## src/rtl/ahb_pkg.sv

```systemverilog
// Shared AHB-Lite encodings, register-map addresses and master FSM state type.
package ahb_pkg;

  typedef enum logic [1:0] {
    IDLE   = 2'd0,
    BUSY   = 2'd1,
    NONSEQ = 2'd2,
    SEQ    = 2'd3
  } htrans_e;

  localparam logic [2:0] BYTE = 3'd0;
  localparam logic [2:0] HALF = 3'd1;
  localparam logic [2:0] WORD = 3'd2;

  localparam int unsigned ERR_STATUS = 1;
  localparam int unsigned PAYLOAD    = 2;
  localparam int unsigned PAYLOAD_HI = 3;
  localparam int unsigned DATA_SIZE  = 4;

  typedef enum logic {
    RUN = 1'b0,
    ERR = 1'b1
  } mst_state_e;

endpackage

```

## src/rtl/ahb_lite_master_ctrl.sv

```systemverilog
// AHB-Lite single-transfer initiator: valid/ready commands become pipelined NONSEQ
// transfers with an address slot overlapping the previous data slot.
module ahb_lite_master_ctrl
  import ahb_pkg::*;
#(
  parameter int unsigned HADDR_W = 3,
  parameter int unsigned HDATA_W = 32
) (
  input  logic               hclk,
  input  logic               hresetn,
  input  logic               cmd_valid,
  output logic               cmd_ready,
  input  logic               cmd_write,
  input  logic [HADDR_W-1:0] cmd_addr,
  input  logic [2:0]         cmd_size,
  input  logic [HDATA_W-1:0] cmd_wdata,
  output logic               rsp_valid,
  output logic               rsp_write,
  output logic [HDATA_W-1:0] rsp_rdata,
  output logic               rsp_err,
  output logic               hsel,
  output logic [HADDR_W-1:0] haddr,
  output logic [1:0]         htrans,
  output logic               hwrite,
  output logic [2:0]         hsize,
  output logic [HDATA_W-1:0] hwdata,
  input  logic [HDATA_W-1:0] hrdata,
  input  logic               hready,
  input  logic               hresp
);

  mst_state_e         r_state, w_state_d;
  logic               r_a_valid, w_a_valid_d;
  logic               r_a_write;
  logic [HADDR_W-1:0] r_a_addr;
  logic [2:0]         r_a_size;
  logic [HDATA_W-1:0] r_a_wdata;
  logic               r_d_valid;
  logic               r_d_write;
  logic [HDATA_W-1:0] r_hwdata;
  logic               r_hsel;
  logic [1:0]         r_htrans;
  logic               r_rsp_valid, r_rsp_write, r_rsp_err;
  logic [HDATA_W-1:0] r_rsp_rdata;

  logic w_adv, w_done, w_accept, w_issue_d;

  assign w_adv     = hready && (r_state == RUN);
  assign w_done    = hready && r_d_valid;
  assign cmd_ready = !r_a_valid || w_adv;
  assign w_accept  = cmd_valid && cmd_ready;

  always_comb begin
    w_state_d = r_state;
    case (r_state)
      RUN:     if (r_d_valid && hresp && !hready) w_state_d = ERR;
      ERR:     if (hready) w_state_d = RUN;
      default: w_state_d = RUN;
    endcase
    w_a_valid_d = r_a_valid;
    if (w_accept) begin
      w_a_valid_d = 1'b1;
    end else if (w_adv) begin
      w_a_valid_d = 1'b0;
    end
    // ERR masks the retained address slot so it is re-presented after recovery.
    w_issue_d = w_a_valid_d && (w_state_d == RUN);
  end

  always_ff @(posedge hclk or negedge hresetn) begin
    if (!hresetn) begin
      r_state   <= RUN;
      r_a_valid <= 1'b0;
      r_a_write <= 1'b0;
      r_a_addr  <= '0;
      r_a_size  <= '0;
      r_a_wdata <= '0;
      r_hsel    <= 1'b0;
      r_htrans  <= IDLE;
    end else begin
      r_state   <= w_state_d;
      r_a_valid <= w_a_valid_d;
      if (w_accept) begin
        r_a_write <= cmd_write;
        r_a_addr  <= cmd_addr;
        r_a_size  <= cmd_size;
        r_a_wdata <= cmd_wdata;
      end
      r_hsel   <= w_issue_d;
      r_htrans <= w_issue_d ? NONSEQ : IDLE;
    end
  end

  always_ff @(posedge hclk or negedge hresetn) begin
    if (!hresetn) begin
      r_d_valid <= 1'b0;
      r_d_write <= 1'b0;
      r_hwdata  <= '0;
    end else if (w_adv) begin
      r_d_valid <= r_a_valid;
      if (r_a_valid) begin
        r_d_write <= r_a_write;
        r_hwdata  <= r_a_wdata;
      end
    end else if (w_done) begin
      r_d_valid <= 1'b0;
    end
  end

  always_ff @(posedge hclk or negedge hresetn) begin
    if (!hresetn) begin
      r_rsp_valid <= 1'b0;
      r_rsp_write <= 1'b0;
      r_rsp_err   <= 1'b0;
      r_rsp_rdata <= '0;
    end else begin
      r_rsp_valid <= w_done;
      r_rsp_write <= w_done && r_d_write;
      r_rsp_err   <= w_done && hresp;
      r_rsp_rdata <= (w_done && !r_d_write && !hresp) ? hrdata : '0;
    end
  end

  assign hsel      = r_hsel;
  assign htrans    = r_htrans;
  assign haddr     = r_a_addr;
  assign hwrite    = r_a_write;
  assign hsize     = r_a_size;
  assign hwdata    = r_hwdata;
  assign rsp_valid = r_rsp_valid;
  assign rsp_write = r_rsp_write;
  assign rsp_err   = r_rsp_err;
  assign rsp_rdata = r_rsp_rdata;

endmodule

```

## config.mk

```make
export PLATFORM = sky130hd
export DESIGN_NAME = ahb_lite_master_ctrl
export DESIGN_NICKNAME = d
export VERILOG_FILES = /design/src/rtl/ahb_pkg.sv /design/src/rtl/ahb_lite_master_ctrl.sv
export SDC_FILE = /design/constraint.sdc
export NUM_CORES = 1
export LEC_CHECK = 0
export ABC_AREA = 1
export CAP_MARGIN = 10
export CORE_MARGIN = 2
export CORE_UTILIZATION = 44
export DETAILED_ROUTE_END_ITERATION = 16
export GPL_ROUTABILITY_DRIVEN = 0
export PLACE_DENSITY = 0.84
export SLEW_MARGIN = 30
export SYNTH_ARGS = -nofsm -noshare
export SYNTH_HDL_FRONTEND = slang
export SYNTH_SLANG_ARGS = --single-unit
```

## constraint.sdc

```tcl
create_clock -name hclk -period 1.4 [get_ports hclk]
set_clock_uncertainty 0.05 [all_clocks]
set_input_delay 0.14 -clock hclk [delete_from_list [all_inputs] [get_ports hclk]]
set_output_delay 0.14 -clock hclk [all_outputs]
set_load 0.01 [all_outputs]
```

==> results.md, run 1 <==
- Hold WS: 0.241 ns
- Worst Path Required: approximately 1.2 ns
- Largest net degree at the start of global routing: 58
- Buffers on Ports: 152
- Worst r2r src: r_state
- Vias per cell: roughly 4.6
- Ys Warns: 0
- Seq pwr share: 54.1%
- Area grow syn2layout: 45.7%
- Critical Path Source Type: flip-flop
- WL final: about 9700 um
- Grt ovf: 0
- Core Area: 9200 um^2
- DR WL/cell: 13.5 um
- Syn nets: around 520
- CTS Sinks: between 100 and 150
- Setup Viol. Count Final: 0
- Final Hold Vio Count: 0
- FP Rows: 35
- Top cell type's share of synthesized area: about 67%
- Clock share of power: about 23%
- Crit path DAT: about 1.1 ns
- #FFs+latches synth: ~110
- First-pass GRT wire length: about 15000 um
- Worst setup EP type: output pin
- Status: complete, no violations
- Initial DRC Count: roughly 120
- Main area contributors after synthesis: dfrtp_1 67%, nand2_1 11%, inv_1 6.6%
- CP Class: flip-flop to output pin
- GRT Total Usage: roughly a fifth
- Initial antenna violation count: 0
- CTS root buffer: clkbuf_8
- Top_reg_cell synth: dfrtp_1
- Post-route insts no fill: between 700 and 800
- Top post-synthesis cells by count: 121 x nand2_1, 111 x dfrtp_1, 73 x inv_1, 41 x nand3_1, 34 x nor2_1
- Hold WC Path Type: primary input to flip-flop
- Slew Limit Fails: 0
- Reg-to-Reg End: haddr[2]
- Logic pwr share: between 20% and 30%
- Setup Fix Bufs, Post-CTS: 0
- HP Start: hrdata[8]
- Asr flop ratio synth: 100%
- Crit path max fanout: 4
- Synth area leader: dfrtp_1
- Top-count cell post-synth: nand2_1
- Die W: between 100 and 150 um
- CTS Buffer Depth: 2
- VDD IR max: about 0.57 mV
- Sw Share: between 20 and 30%
- Fin crit share: between 90% and 100%
- Share of cells above drive strength 1: about 6.5%
- Switching power: around 2.1 mW
- Antenna-violating nets left: 0
- Die H: 101 um
- Vias in the first global route: around 3400
- CTS Buf Count: 9
- Pre-CTS setup slack: -0.145 ns
- Initial Utilization: a little under half
- Setup crit start: r_state
- Hold Path End: rsp_rdata[8]
- Leak: between 3 and 4 nW
- Slack of the critical path: around 0.077 ns
- # DRC: 0
- Syn Area/Cell: 9.42 um^2
- Count of max-cap constraint violations: 0
- Post-synth EDFFs: 0
- Unrepaired setup endpoints after global routing: false
- DR pass1 iterations: 4
- Hold path cells: 3
- Num ports: between 150 and 200
- Cell total after placement: about 700
- FF-to-FF setup slack: just under 0.08 ns
- Fin util: 65.6%
- TritonCTS clock tree: built
- Sequential area share after synthesis: about two thirds
- Hpwl dp: between 6000 and 7000 um
- # diodes: 0
- DIE AREA: 10200 um^2
- Worst-skew pair later-pin latency: between 0.3 and 0.4 ns
- Via Count: 3314
- PwrDens: about 1200 nW/um^2
- Max Fclk: about 760 MHz
- Mapped cell area: between 4000 and 5000 um^2
- Clock slew at reported path FFs: 0.10 ns
- Crit path time final: between 1 and 1.5 ns
- # nets final: 675
- Setup TNS: 0 ns
- Post-Syn Instances: between 400 and 500
- Worst r2r path cells: 8
- Yosys cell types: 13
- H-tree Lvls: 3
- Pint: 5.15 mW
==> how the worst max path moves through the flow <==
stage | slack [ns] | endpoint | cells after the start
global route | 0.001 | hsize[1] | 8
detailed placement | -0.14 | cmd_ready | 4
CTS | -0.03 | cmd_ready | 4
global placement | -0.16 | cmd_ready | 4
finish | 0.08 | cmd_ready | 4
floorplan | 0.24 | haddr[0] | 8
==> placed cells by master, fill, tap and decap left out, types with 2 or more instances in the layout <==
| cell | count |
|---|---|
| nand2_1 | 120 |
| dlygate4sd2_1 | 76 |
| nor2_1 | 34 |
| o21ai_1 | 4 |
| buf_4 | 9 |
| clkinvlp_4 | 2 |
| clkinv_2 | 2 |
| clkbuf_16 | 2 |
| inv_1 | 73 |
| dfrtp_1 | 111 |
| buf_12 | 7 |
| clkbuf_8 | 9 |
| clkdlybuf4s50_1 | 74 |
| buf_2 | 2 |
| o21ai_0 | 29 |
| buf_6 | 2 |
| nand3_1 | 40 |
| clkbuf_1 | 2 |
==> kinds of logic after synthesis <==
kind of cell	after synthesis	synth area share, %
flip-flops	111	67.0
buffers and inverters	98	9.75
other	1	0.0905
AND/OR/NAND/NOR	197	19.1
AO/OA/AOI/OAI	33	3.99
==> power groups by stage <==
stage	logic [mW]	clock network (mW)	registers [mW]
finish	1.66	1.68	3.94
global route	1.87	1.87	4.00
CTS	1.65	1.73	3.94
detailed placement	1.86	0	4.01
global placement	1.81	0	3.99
floorplan	0.575	0	4.11
==> repair_timing <==
| action | CTS | global route |
|---|---|---|
| setup endpoints to repair | 77 | 13 |
| endpoints found under the hold margin | 111 | 0 |
| hold buffers | 1 | 0 |
| resized for setup | 79 | 5 |
| pin swaps | 0 | 1 |
| gates cloned | 0 | 3 |
==> per-stage QoR <==
step	power, mW	cell area [um^2]
final	7.28	6040
after global routing	7.74	6040
after CTS	7.32	5970
after detailed placement	5.87	5890
after global placement	5.79	5890
after floorplan	4.69	4140
==> registers in the layout, summed over array words and instances, names as in the netlist <==
register,flops
r_state,1
hsize,3
rsp_write,1
htrans,1
rsp_valid,1
rsp_rdata,32
r_d_write,1
hwrite,1
rsp_err,1
r_a_wdata,32
haddr,3
r_a_valid,1
r_d_valid,1
hwdata,32
==> layout make-up <==
| cell class | instances | area [um^2] |
|---|---|---|
| Fill cell | 768 | 3160 |
| Sequential cell | 111 | 2780 |
| Timing Repair Buffer | 173 | 1710 |
| Clock buffer | 11 | 131 |
| Clock inverter | 5 | 33.8 |
| Inverter | 73 | 274 |
| Multi-Input combinational cell | 231 | 975 |
| Tap cell | 111 | 139 |
==> routing by layer <==
metal,track usage (%),routed length [um],up-vias
li1,-,-,1622
met1,24.2,4180,1530
met2,33.6,4670,155
met3,4.44,752,7
met4,4.37,66,0
met5,0,0,-
==> worst max-delay path, cell delays in order (launching register included) <==
cell     delay [ns]
dfrtp_1        0.38
inv_1          0.07
nand2_1        0.06
nand2_2        0.13
buf_2          0.15
No activity file was read; power rests on OpenSTA's default activity.
==> run 2: changes to the inputs <==
--- a/config.mk
+++ b/config.mk
@@ -8,10 +8,11 @@
 export ABC_AREA = 1
 export CAP_MARGIN = 10
 export CORE_MARGIN = 2
-export CORE_UTILIZATION = 44
+export CORE_UTILIZATION = 46
+export CTS_BUF_LIST = sky130_fd_sc_hd__clkbuf_2 sky130_fd_sc_hd__clkbuf_4 sky130_fd_sc_hd__clkbuf_8
 export DETAILED_ROUTE_END_ITERATION = 16
 export GPL_ROUTABILITY_DRIVEN = 0
-export PLACE_DENSITY = 0.84
+export PLACE_DENSITY = 0.87
 export SLEW_MARGIN = 30
 export SYNTH_ARGS = -nofsm -noshare
 export SYNTH_HDL_FRONTEND = slang
==> run 2 against run 1 <==
  * Combinational power decreased by 5%
  * Die area is 4.2% lower
  * Final area decreased by 2.2%
  * Critical path depth stayed put
  * Worst setup slack improved by 0.020 ns
==> results.md, run 2 (synthesized netlist as in run 1, its figures left out) <==
- GRT Total Usage: about 20%
- Count of max-cap constraint violations: 0
- Num ports: around 150
- CP Class: flip-flop to output pin
- Largest net degree at the start of global routing: roughly 110
- Worst-skew pair later-pin latency: ~0.36 ns
- Vias in the first global route: ~3300
- Initial antenna violation count: 0
- Commonest non-fill, non-tap cells in the layout: 121 x nand2_1, 111 x dfrtp_1, 76 x dlygate4sd2_1
- Design area: around 6000 um^2
- Via Count: around 3300
- Slew @ Worst Pin: approximately 0.57 ns
- DR pass1 iterations: 4
- CTS Buf Count: 9
- Initial Utilization: about 48%
- DR WL/cell: 13.1 um
- # DRC: 0
- # diodes: 0
- Crit path max fanout: 4
- Share of cells above drive strength 1: between 5 and 6%
- FP Rows: 34
- Fin crit share: 93.1%
- # nets final: roughly 670
- Hpwl dp: ~6700 um
- TritonCTS clock tree: built
- Status: complete, no violations
- Core Area: slightly below 9000 um^2
- Worst setup EP type: output pin
- Tot Pwr: 7.26 mW
- H-tree Lvls: 3
- Unrepaired setup endpoints after global routing: false
- Buffers on Ports: between 150 and 200
- Die W: between 90 and 100 um
- Vias per cell: approximately 4.6
- Die H: just under 100 um
- Setup Viol. Count Final: 0
- CTS root buffer: clkbuf_8
- Grt ovf: 0
- Slew headroom: between 60% and 70%
- FF+latch area: around 2800 um^2
- Critical Path Source Type: flip-flop
- # fillers: 748
- Slew Limit Fails: 0
- First-pass GRT wire length: roughly 15000 um
- Antenna-violating nets left: 0
- Crit path DAT: between 1 and 1.5 ns
- Initial DRC Count: roughly 170
- CTS Sinks: 111
- Max Fclk: around 770 MHz
- Placed cell area: a little under 6000 um^2
- WL final: between 9000 and 10000 um
- Crit path time final: 1.30 ns
- VDD IR max: 0.610 mV
- DIE AREA: 9780 um^2
- Worst Path Required: ~1.2 ns
- Clock slew at reported path FFs: approximately 0.11 ns
- Most common library cell in the layout ignoring fill and taps: nand2_1
- Leak: between 3 and 4 nW
- Multi-input logic area: between 900 and 1000 um^2
- Area grow syn2layout: 42.5%
- Final Hold Vio Count: 0
- Hold WC Path Type: primary input to flip-flop
- CTS Buffer Depth: 2
- PwrDens: about 1200 nW/um^2
run 2: changes by cell type in the layout (fill, tap and decap cells not counted), moves of 2 or more:
cell        change
buf_12          -3
clkinv_4        +3
buf_6           -2
clkbuf_1        -2
clkbuf_16       -2
clkinvlp_4      -2
run 2: what timing repair did:
| item | in CTS | in global routing |
|---|---|---|
| hold endpoints to repair | 111 | 0 |
| hold buffers | 1 | 0 |
| endpoints found under the setup margin | 77 | 0 |
| gates resized for setup | 80 | 0 |
| buffers inserted | 1 | 0 |
run 2: layout make-up:
type	instances	share of cell area [%]
Inverter	73	4.64
Tap cell	108	2.29
Clock inverter	6	0.763
Sequential cell	111	47.0
Multi-Input combinational cell	231	16.4
Timing Repair Buffer	166	26.7
Clock buffer	10	2.22
run 2: per-layer routing:
metal	vias up	track usage, %	routed length [um]
met1	1518	24.0	3850
li1	1610	-	-
met4	0	5.69	112
met2	125	34.7	4550
met3	11	5.18	749
met5	-	0	0
run 2: final timing paths:
path	from	to	slack, ns	depth (start not counted)
min	hrdata[24]	rsp_rdata[24]	0.23	3
min in group asynchronous	hresetn	r_a_wdata[1]	0.34	3
min reg2reg	r_a_wdata[1]	r_a_wdata[1]	0.43	2
max reg2reg	r_state	hwdata[3]	0.15	5
max	r_state	cmd_ready	0.1	4
max in group asynchronous	hresetn	rsp_rdata[8]	0.54	3
run 2: through the flow:
step	hold slack [ns]	instances	util (%)	setup TNS, ns	setup WS (ns)
2_1_floorplan	-0.206	440	-	0	0.241
3_3_place_gp	0.205	687	66.7	-2.57	-0.241
3_5_place_dp	0.213	687	66.7	-4.03	-0.247
4_1_cts	0.216	705	67.7	0	0.0777
5_1_grt	0.210	705	67.7	0	0.00929
6_report	0.225	705	67.7	0	0.0970
run 2: power by group:
part | switching (mW) | internal (mW)
registers | 0.265 | 3.68
logic | 0.818 | 0.762
clock network | 1.06 | 0.679
run 2: worst max-delay path, cell delays in order (launching register included):
cell	delay, ns
dfrtp_1	0.38
inv_1	0.06
nand2_1	0.06
nand2_2	0.11
buf_2	0.15
